==> config.mk <==
export PLATFORM = sky130hd
export DESIGN_NAME = out_chunk_collector_flat
export DESIGN_NICKNAME = d
export VERILOG_FILES = /design/src/rtl/out_collect_pkg.sv /design/src/rtl/out_chunk_collector_if.sv /design/src/rtl/out_chunk_collector_wide_fifo2.sv /design/src/rtl/out_chunk_collector.sv /design/src/flat_wrapper.sv
export SDC_FILE = /design/constraint.sdc
export NUM_CORES = 1
export LEC_CHECK = 0
export ABC_AREA = 0
export CAP_MARGIN = 20
export CORE_ASPECT_RATIO = 0.8
export CORE_MARGIN = 3
export CORE_UTILIZATION = 55
export DETAILED_ROUTE_END_ITERATION = 7
export PLACE_DENSITY = 0.95
export SYNTH_ARGS = -nofsm -noshare
export SYNTH_HDL_FRONTEND = slang
export SYNTH_SLANG_ARGS = --single-unit
==> constraint.sdc <==
create_clock -name clk -period 7.7 [get_ports clk]
set_input_delay 1.54 -clock clk [delete_from_list [all_inputs] [get_ports clk]]
set_output_delay 1.54 -clock clk [all_outputs]
set_load 0.01 [all_outputs]
==> src/rtl/out_collect_pkg.sv <==
// Shared types, default geometry and helpers for the output chunk collector.
// Also hosts the ReLU element function used when OUT_COLLECT_RELU_EN is defined.
package out_collect_pkg;

   localparam int DEF_WIDTH      = 16;
   localparam int DEF_FRAC_WIDTH = 8;
   localparam int DEF_CHUNK_SIZE = 4;
   localparam int DEF_NUM_CORES  = 2;
   localparam int DEF_NUM_WORDS  = 6;

   localparam int CHUNK_W = DEF_WIDTH * DEF_CHUNK_SIZE;

   typedef enum logic {
      S_RUN  = 1'b0,
      S_DONE = 1'b1
   } state_t;

   // A 1-value counter still needs a 1-bit register.
   function automatic int idx_width(input int n);
      return (n > 1) ? $clog2(n) : 1;
   endfunction

   // Elements are carried zero-extended in 64 bits; w selects the sign bit.
   function automatic logic [63:0] relu_elem(input logic [63:0] v, input int unsigned w);
      logic [63:0] r;
      r = v[w-1] ? 64'd0 : v;
      return r;
   endfunction

endpackage

==> src/rtl/out_chunk_collector_if.sv <==
// Wide-word input and chunk-stream output of the collector in one bundle.
// slave is the collector side; master is the upstream/downstream environment.
interface out_chunk_collector_if #(
   parameter int WIDTH      = 16,
   parameter int CHUNK_SIZE = 4,
   parameter int NUM_CORES  = 2
);
   localparam int CW = WIDTH * CHUNK_SIZE;
   localparam int DW = CW * NUM_CORES;

   logic          in_valid;
   logic          in_ready;
   logic [DW-1:0] in_data;
   logic          m_valid;
   logic          m_ready;
   logic [CW-1:0] m_data;
   logic          m_last;
   logic          done;

   modport slave (
      input  in_valid, in_data, m_ready,
      output in_ready, m_valid, m_data, m_last, done
   );

   modport master (
      output in_valid, in_data, m_ready,
      input  in_ready, m_valid, m_data, m_last, done
   );

endinterface

==> src/rtl/out_chunk_collector_wide_fifo2.sv <==
// Two-entry FIFO of wide result words; callers gate push on count!=2 and pop on count!=0.
module wide_fifo2 #(
   parameter int DW = 128
) (
   input  logic          clk,
   input  logic          rst,
   input  logic          i_push,
   input  logic [DW-1:0] i_wdata,
   input  logic          i_pop,
   output logic [DW-1:0] o_head,
   output logic [1:0]    o_count
);

   logic [DW-1:0] r_mem [2];
   logic          r_wr_ptr;
   logic          r_rd_ptr;
   logic [1:0]    r_count;

   always_ff @(posedge clk) begin
      if (i_push) begin
         r_mem[r_wr_ptr] <= i_wdata;
      end
   end

   always_ff @(posedge clk) begin
      if (rst) begin
         r_wr_ptr <= 1'b0;
         r_rd_ptr <= 1'b0;
         r_count  <= 2'd0;
      end else begin
         if (i_push) r_wr_ptr <= ~r_wr_ptr;
         if (i_pop)  r_rd_ptr <= ~r_rd_ptr;
         case ({i_push, i_pop})
            2'b10:   r_count <= r_count + 2'd1;
            2'b01:   r_count <= r_count - 2'd1;
            default: r_count <= r_count;
         endcase
      end
   end

   assign o_head  = r_mem[r_rd_ptr];
   assign o_count = r_count;

endmodule

==> src/rtl/out_chunk_collector.sv <==
// Buffers wide result words and serialises them one chunk per beat, flagging the matrix end.
// Optional OUT_COLLECT_RELU_EN clamps negative output elements to zero.
//
//   state  | meaning
//   S_RUN  | normal buffering and emission
//   S_DONE | one cycle after the m_last beat; drives done, traffic continues
module out_chunk_collector
   import out_collect_pkg::*;
#(
   parameter int WIDTH      = DEF_WIDTH,
   parameter int FRAC_WIDTH = DEF_FRAC_WIDTH,
   parameter int CHUNK_SIZE = DEF_CHUNK_SIZE,
   parameter int NUM_CORES  = DEF_NUM_CORES,
   parameter int NUM_WORDS  = DEF_NUM_WORDS
) (
   input logic                  clk,
   input logic                  rst,
   out_chunk_collector_if.slave bus
);

   localparam int L_CHUNK_W = WIDTH * CHUNK_SIZE;
   localparam int L_DATA_W  = L_CHUNK_W * NUM_CORES;
   localparam int IDX_W     = idx_width(NUM_CORES);
   localparam int CNT_W     = idx_width(NUM_WORDS);
   localparam logic [IDX_W-1:0] LAST_CORE = IDX_W'(NUM_CORES - 1);
   localparam logic [CNT_W-1:0] LAST_WORD = CNT_W'(NUM_WORDS - 1);

   if (NUM_WORDS < 1) begin : g_bad_words
      $error("out_chunk_collector: NUM_WORDS must be at least 1");
   end
   if (FRAC_WIDTH >= WIDTH) begin : g_bad_frac
      $error("out_chunk_collector: FRAC_WIDTH must be below WIDTH");
   end

   logic [1:0]           w_count;
   logic [L_DATA_W-1:0]  w_head;
   logic                 w_push;
   logic                 w_pop;
   logic                 w_m_valid;
   logic                 w_beat;
   logic                 w_m_last;
   logic                 w_last_beat;
   logic                 w_done;
   logic [L_CHUNK_W-1:0] w_slice;
   logic [L_CHUNK_W-1:0] w_chunk;
   state_t               r_state;
   state_t               w_state_nxt;
   logic [IDX_W-1:0]     r_core_idx;
   logic [CNT_W-1:0]     r_word_cnt;

   wide_fifo2 #(
      .DW (L_DATA_W)
   ) u_fifo (
      .clk     (clk),
      .rst     (rst),
      .i_push  (w_push),
      .i_wdata (bus.in_data),
      .i_pop   (w_pop),
      .o_head  (w_head),
      .o_count (w_count)
   );

   assign bus.in_ready = (w_count != 2'd2);
   assign w_push       = bus.in_valid & bus.in_ready;
   assign w_m_valid    = (w_count != 2'd0);
   assign w_beat       = w_m_valid & bus.m_ready;
   assign w_pop        = w_beat & (r_core_idx == LAST_CORE);
   assign w_m_last     = w_m_valid & (r_word_cnt == LAST_WORD) & (r_core_idx == LAST_CORE);
   assign w_last_beat  = w_beat & w_m_last;

   assign w_slice = w_head[r_core_idx*L_CHUNK_W +: L_CHUNK_W];

`ifdef OUT_COLLECT_RELU_EN
   if (WIDTH > 64) begin : g_bad_relu_width
      $error("out_chunk_collector: ReLU path supports WIDTH up to 64");
   end

   always_comb begin
      logic [63:0] v_elem;
      w_chunk = '0;
      v_elem  = '0;
      for (int e = 0; e < CHUNK_SIZE; e++) begin
         v_elem = relu_elem(64'(w_slice[e*WIDTH +: WIDTH]), WIDTH);
         w_chunk[e*WIDTH +: WIDTH] = v_elem[WIDTH-1:0];
      end
   end
`else
   assign w_chunk = w_slice;
`endif

   // Stale FIFO contents stay hidden while nothing is buffered.
   assign bus.m_data  = w_m_valid ? w_chunk : '0;
   assign bus.m_valid = w_m_valid;
   assign bus.m_last  = w_m_last;
   assign bus.done    = w_done;

   always_ff @(posedge clk) begin
      if (rst) begin
         r_core_idx <= '0;
         r_word_cnt <= '0;
      end else if (w_beat) begin
         if (r_core_idx == LAST_CORE) begin
            r_core_idx <= '0;
            r_word_cnt <= (r_word_cnt == LAST_WORD) ? '0 : r_word_cnt + CNT_W'(1);
         end else begin
            r_core_idx <= r_core_idx + IDX_W'(1);
         end
      end
   end

   always_ff @(posedge clk) begin
      if (rst) begin
         r_state <= S_RUN;
      end else begin
         r_state <= w_state_nxt;
      end
   end

   always_comb begin
      w_state_nxt = r_state;
      w_done      = 1'b0;
      case (r_state)
         S_RUN: begin
            if (w_last_beat) w_state_nxt = S_DONE;
         end
         S_DONE: begin
            w_done      = 1'b1;
            w_state_nxt = S_RUN;
         end
         default: w_state_nxt = S_RUN;
      endcase
   end

endmodule

==> src/flat_wrapper.sv <==
// flat-port wrapper written by rule: the top's interface ports become plain ports
module out_chunk_collector_flat import out_collect_pkg::*;
#(
   parameter int WIDTH      = DEF_WIDTH,
   parameter int FRAC_WIDTH = DEF_FRAC_WIDTH,
   parameter int CHUNK_SIZE = DEF_CHUNK_SIZE,
   parameter int NUM_CORES  = DEF_NUM_CORES,
   parameter int NUM_WORDS  = DEF_NUM_WORDS
)
  (clk, rst, bus_in_valid, bus_in_data, bus_m_ready, bus_in_ready, bus_m_valid, bus_m_data, bus_m_last, bus_done);
  out_chunk_collector_if #(.WIDTH(WIDTH), .CHUNK_SIZE(CHUNK_SIZE), .NUM_CORES(NUM_CORES)) bus_i ();
  input logic clk;
  input logic rst;
  input wire logic [$bits(bus_i.in_valid)-1:0] bus_in_valid;
  input wire logic [$bits(bus_i.in_data)-1:0] bus_in_data;
  input wire logic [$bits(bus_i.m_ready)-1:0] bus_m_ready;
  output wire logic [$bits(bus_i.in_ready)-1:0] bus_in_ready;
  output wire logic [$bits(bus_i.m_valid)-1:0] bus_m_valid;
  output wire logic [$bits(bus_i.m_data)-1:0] bus_m_data;
  output wire logic [$bits(bus_i.m_last)-1:0] bus_m_last;
  output wire logic [$bits(bus_i.done)-1:0] bus_done;
  assign bus_i.in_valid = bus_in_valid;
  assign bus_i.in_data = bus_in_data;
  assign bus_i.m_ready = bus_m_ready;
  assign bus_in_ready = bus_i.in_ready;
  assign bus_m_valid = bus_i.m_valid;
  assign bus_m_data = bus_i.m_data;
  assign bus_m_last = bus_i.m_last;
  assign bus_done = bus_i.done;
  out_chunk_collector #(.WIDTH(WIDTH), .FRAC_WIDTH(FRAC_WIDTH), .CHUNK_SIZE(CHUNK_SIZE), .NUM_CORES(NUM_CORES), .NUM_WORDS(NUM_WORDS)) u_core (.clk(clk), .rst(rst), .bus(bus_i));
endmodule
======== Yosys cells after proc, flatten, opt, wreduce, memory -nomap -nowiden ========
Memories as Yosys holds them, arrays and structs flattened. A register that Yosys moved wholly into a read port is not among the register bits.
Index checks and enable logic that the tools add are counted.
storage, ports and cells
  memories ................................ 1
  latch bits .............................. 0
  RAM bits ................................ 256
  bits of input ports ..................... 132
  bits in read-only memories .............. 0
  bits in registers ....................... 9
  output and inout port bits .............. 68
cells by class
  muxes and demuxes ....................... 11
  multipliers ............................. 0
  bitwise operators ....................... 9
  $add $sub $neg .......................... 4
  shift-type cells ........................ 1
  $lt $le $gt $ge ......................... 0
  reduce and logical (&&, ||, !) cells .... 3
  equal/unequal tests ..................... 4
  div/mod/pow operators ................... 0
memories
  name                 words  bits a word  rd ports  clocked after Yosys merged registers in  write ports  line                                  source
  u_core.u_fifo.r_mem  2      128          1         1                                        1            out_chunk_collector_wide_fifo2.sv:14  logic [DW-1:0] r_mem [2];
operators by type and width
  operator                                                                number
  128-bit by 8-bit indexed part select with 64-bit output                 1
  64-bit 2-to-1 mux                                                       1
  1-bit 2-to-1 mux                                                        7
  1-bit AND                                                               6
  2-bit one-hot mux with 2 select lines                                   1
  2-bit nonzero test                                                      2
  3-bit by 1-bit adder with 3-bit output (second input constant)          1
  3-bit equality test (second input constant)                             1
  3-bit 2-to-1 mux                                                        1
  1-bit NOT                                                               3
  2-bit by 1-bit adder with 2-bit output (second input constant)          1
  2-bit by 1-bit equality test with 1-bit output (second input constant)  1
  2-bit equality test (second input constant)                             1
  2-bit inequality test (second input constant)                           1
  1-bit one-hot mux with 2 select lines                                   1
  2-bit AND reduction                                                     1
  2-bit by 1-bit subtractor with 2-bit output (second input constant)     1
  1-bit adder (second input constant)                                     1

======== Logic depth before layout (Yosys ltp) ========
  word-level depth ........................ 6
  depth in mapped cells ................... 8
  mapped depth without buffers ............ 6

======== Hierarchy ========
Synthesis repeated with hierarchy kept, for this count alone.
second synthesis, totals
  cells, all modules ...................... 587
  area total of the unflattened synthesis .. 10669.0 sq um
modules (own cells, without submodules)
  module               cells each  instances  area each (sq um)  seq. area each (sq um)
  wide_fifo2           418         1          9471.6             7787.5
  out_chunk_collector  169         1          1197.4             100.1

======== Worst setup path before layout ========
OpenSTA, ideal clock, no wires.
  path kind ............................... input to register
  start ................................... in bus_in_valid
  end ..................................... mem u_core.u_fifo.r_mem[1][0] (enable)
  path buffers ............................ 0
  data arrival time ....................... 4.537 ns
  cell stages on the path ................. 1
  data required time ...................... 7.197 ns
  slack ................................... 2.660 ns
  path through ............................ and3_1
on the way
  word-level cells in the longest chain between the ends .. 3
ends and longest elaborated chain
  element                                 line                                  source
  start, declared                         flat_wrapper.sv:14                    input wire logic [$bits(bus_i.in_valid)-1:0] bus_in_valid;
  1-bit AND                               out_chunk_collector.sv:64             assign w_push = bus.in_valid & bus.in_ready;
  1-bit 2-to-1 mux                        out_chunk_collector_wide_fifo2.sv:20  if (i_push) begin
  1-bit 2-to-1 mux (not written as such)  out_chunk_collector_wide_fifo2.sv:21  r_mem[r_wr_ptr] <= i_wdata;
  end, declared                           out_chunk_collector_wide_fifo2.sv:14
Every way passes these cells.

==> flow_results.org <==
** Clock network
- CTS saw 266 sinks.
- CTS Hold Buffers Added :: 0
- Clock latency on the worst-skew pair, taken at its later pin, is 0.52 ns.
- Number of buffers created by CTS :: 26
- CTS tree :: yes
- Clock-pin slew was measured on the worst setup and hold paths at 0.06 ns.
- Library cell used as clock root buffer :: sky130_fd_sc_hd__clkbuf_16
- Number of buffers inserted to repair setup after CTS :: 0
- CTS built an H-tree with a depth of 1.
- Counting along the longest clock path gives a buffer depth of 3.
- CTS-repair resized insts :: 0

** Placed design
- IO buf count :: 199
- GPL Wtd Cong :: 0.7192
- Placed wire-length estimate :: 12,700 um

** Setup path
- The critical path in this run is classified as flop to primary output.
- Worst R2R Start :: u_core.u_fifo.o_count[0]
- Critical path data required time :: 6.16 ns
- Critical R2R Capture :: u_core.u_fifo.r_mem[1][60]
- Crit-path max FO :: 40
- Arrival time at the worst endpoint :: 3.25 ns
- Reg2reg path depth :: 3
- The worst setup path is launched from a flop.
- Critical Path Sink Type :: primary output
- Setup slack on the worst reg-to-reg path comes out at 4.92 ns.

** Die
- Top-level I/O count :: 200
- Number of placement rows :: 43
- Placeable Area :: 0.01770 mm2
- In this run the vertical extent of the chip is 127.3 um.
- The die covers 0.02007 mm2.
- DIE WIDTH :: 157.6 um
- Initial Utilization :: 0.5715

** Layout
- Layout overhead on the synthesized area :: 30.50%
- Total inserted antenna cells :: 0
- The layout has 1,004 filler cells.
- After the last flow step, the layout net total stands at 793.
- Of the cells placed in the final design, the portion with a size suffix greater than 1 is 0.1735.

** Pwr
- The completed layout was analyzed and its total power is 0.003614 W.
- Of the total power, the share spent switching nets is 0.2218.
- Leakage :: 4.292 nW
- VDD sags by at most 0.2200 mV.
- The analysis attributes to net switching a power of 0.0008014 W.
- Of the total power, combinational logic draws 0.146.
- Internal power contribution :: 0.002812 W
- Clk network pwr share :: 0.364
- Dividing total power by cell area gives a power density of 273.7 mW/mm2.
- Sequential Power Share :: 0.490

** STA
- After routing, the total negative slack on setup checks comes to 0 ns.
- Final setup violation count :: 0
- Achievable clock frequency :: 0.2086 GHz
- Of the available clock period, the critical path in the final layout requires 0.6227.
- Number of hold-slack violations in the final timing report :: 0
- Headroom to the max-slew limit came out at 0.3261.
- Slew at the pin with the worst max-slew slack :: 1.011 ns
- Setup repair after global routing left no endpoint under its margin.
- Max-slew violations :: 0
- Clock skew on the completed layout was measured at 0.02000 ns.
- Final critical delay including setup and external delays :: 4.795 ns

** Global routing
- Met3 usage in global routing :: 0.04876
- GR Layer Usage met2 :: 0.3441
- Total overflow reported by the global router :: 0
- Number of global-route vias before repair :: 5,525
- Most used routing layer in global routing :: met2
- Maximum number of pins on one net before global-route repair :: 75
- M1 GR Usage :: 0.2611
- Number of antenna violations at the first check in global routing :: 1
- Wire length of the first global-routing pass :: 30,590 um
- Across every metal layer, demand over resource in global routing totals 0.1985.

** Detailed routing
- Wirelength per Cell :: 21.87 um
- The final layout contains routed wiring with a total length of 19,800 um.
- The routed layout has 5,065 vias.
- Before antenna repair, the detailed router went through 4 iterations.
- Post-detailed-route count of antenna-violating nets :: 0
- In the routed design, unresolved DRC markers number 0.
- The first routing iteration left 314 violations.
- After detailed routing, the number of vias per cell comes to 5.597.

** Logic synthesis
- Post-Syn Instances :: 453
- Distinct cells, synth :: 29
- For this run, the register share of the synthesized area comes to 0.7797.
- Mean cell area of the mapped netlist :: 22.33 um2
- Top_reg_cell synth :: sky130_fd_sc_hd__edfxtp_1
- The synthesized design contains 266 register bits.
- In the synthesized netlist the async set-or-reset flop fraction comes to 0.
- In this run, synthesis inferred 256 flip-flops with an integrated enable.
- In this run the cell area of the synthesized design comes to 0.01012 mm2.
- Counting every net in the synthesized netlist gives 586.
- Synth warn :: 0

** Min path
- Worst Hold End :: u_core.r_state
- Hold path startpoint :: u_core.r_state
- Worst hold path type :: flop to flop
- Along the worst hold path, the cell count comes to 1.

** Run status
- The run finished with clean final reports.

** Run
- Max-capacitance violation count :: 0
==> cell families after synthesis <==
family / after synthesis / share of synthesized area
mux: 64 / 0.1425
fa+ha+maj: 1 / 0.001237
flops: 266 / 0.7797
simple gates: 82 / 0.04972
xor+xnor: 5 / 0.004329
compound gates: 9 / 0.005566
buf+inv: 26 / 0.01695
==> state kept, by name, indices dropped and copies added, names as in the netlist, named ones only <==
register / flops
u_core.u_fifo.r_mem: 256
u_core.r_word_cnt: 3
u_core.u_fifo.o_count: 2
u_core.r_core_idx: 1
u_core.r_state: 1
u_core.u_fifo.r_rd_ptr: 1
u_core.u_fifo.r_wr_ptr: 1
==> layout by cell type (no fill, tap or decap), types with 2 or more instances in the layout <==
cell                                n
sky130_fd_sc_hd__edfxtp_1         256
sky130_fd_sc_hd__clkdlybuf4s50_1  199
sky130_fd_sc_hd__mux4_2            64
sky130_fd_sc_hd__and2_1            64
sky130_fd_sc_hd__clkbuf_16         26
sky130_fd_sc_hd__dfxtp_1            8
sky130_fd_sc_hd__nor2_1             5
sky130_fd_sc_hd__clkinv_2           5
sky130_fd_sc_hd__bufinv_16          5
sky130_fd_sc_hd__nand2_1            4
sky130_fd_sc_hd__xor2_1             4
sky130_fd_sc_hd__a21oi_1            4
sky130_fd_sc_hd__clkinv_1           4
sky130_fd_sc_hd__clkinvlp_4         4
sky130_fd_sc_hd__buf_4              3
sky130_fd_sc_hd__o21ai_0            2
sky130_fd_sc_hd__or3_1              2
sky130_fd_sc_hd__dfxtp_4            2
==> cell type report <==
| type | count | area (um2) | area share |
|---|---|---|---|
| multi-input combinational | 161 | 2062 | 0.1562 |
| clock inverter | 21 | 256.5 | 0.01943 |
| clock buffer | 27 | 654.4 | 0.04957 |
| sequential | 266 | 7895 | 0.5980 |
| inverter | 2 | 10.01 | 0.0007582 |
| tap | 225 | 281.5 | 0.02133 |
| timing repair buffer | 203 | 2042 | 0.1547 |
==> metal layers <==
metal | vias to the layer above | wire length (um)
met1 | 2554 | 7449
met3 | 33 | 1560
met2 | 219 | 10440
met5 | - | 13
met4 | 2 | 327
li1 | 2257 | -
==> stage by stage <==
step | hold slack (ns) | instance area [um2] | utilization | setup slack [ns] | instances
after floorplan | 0.4482 | 10120 | - | 2.660 | 453
after global placement | 0.4346 | 12260 | 0.6928 | 3.415 | 856
after detailed placement | 0.4674 | 12260 | 0.6928 | 3.365 | 856
after CTS | 0.4762 | 13170 | 0.7443 | 2.763 | 904
after global routing | 0.4829 | 13200 | 0.7458 | 2.638 | 905
final | 0.4691 | 13200 | 0.7458 | 2.905 | 905
==> power by group through the flow <==
stage	Sequential (W)	Clock (W)	Combinational, W
after CTS	0.00177	0.00134	0.000530
after detailed placement	0.00180	0	0.000525
after global routing	0.00178	0.00140	0.000565
after global placement	0.00179	0	0.000510
after floorplan	0.00177	0	0.000282
final	0.00177	0.00132	0.000528
==> worst max-delay path: stages, from the launching register on <==
cell,delay (ns)
sky130_fd_sc_hd__dfxtp_4,0.67
sky130_fd_sc_hd__buf_4,0.71
sky130_fd_sc_hd__mux4_2,0.59
sky130_fd_sc_hd__and2_1,0.18
sky130_fd_sc_hd__clkdlybuf4s50_1,0.49
==> synthesized netlist by cell type (all sizes together), types with 4 or more instances <==
cell type  instances  share of area
nand2              4         0.0015
and2              64          0.040
nor2               5         0.0019
dfxtp             10          0.020
xor2               4         0.0035
clkbuf             8         0.0032
a21oi              4         0.0020
buf               16          0.013
edfxtp           256           0.76
mux4              64           0.14
==> how the worst max path moves through the flow <==
| stage | end | slack [ns] | cells past startpoint |
|---|---|---|---|
| 2_1_floorplan | u_core.u_fifo.r_mem[1][0] | 2.66 | 1 |
| 3_5_place_dp | bus_m_data[54] | 3.36 | 4 |
| 4_1_cts | bus_m_data[26] | 2.76 | 4 |
| 6_report | bus_m_data[26] | 2.91 | 4 |
| 5_1_grt | bus_m_data[26] | 2.64 | 4 |
| 3_3_place_gp | bus_m_data[16] | 3.41 | 4 |
No activity file was read; power rests on OpenSTA's default activity.
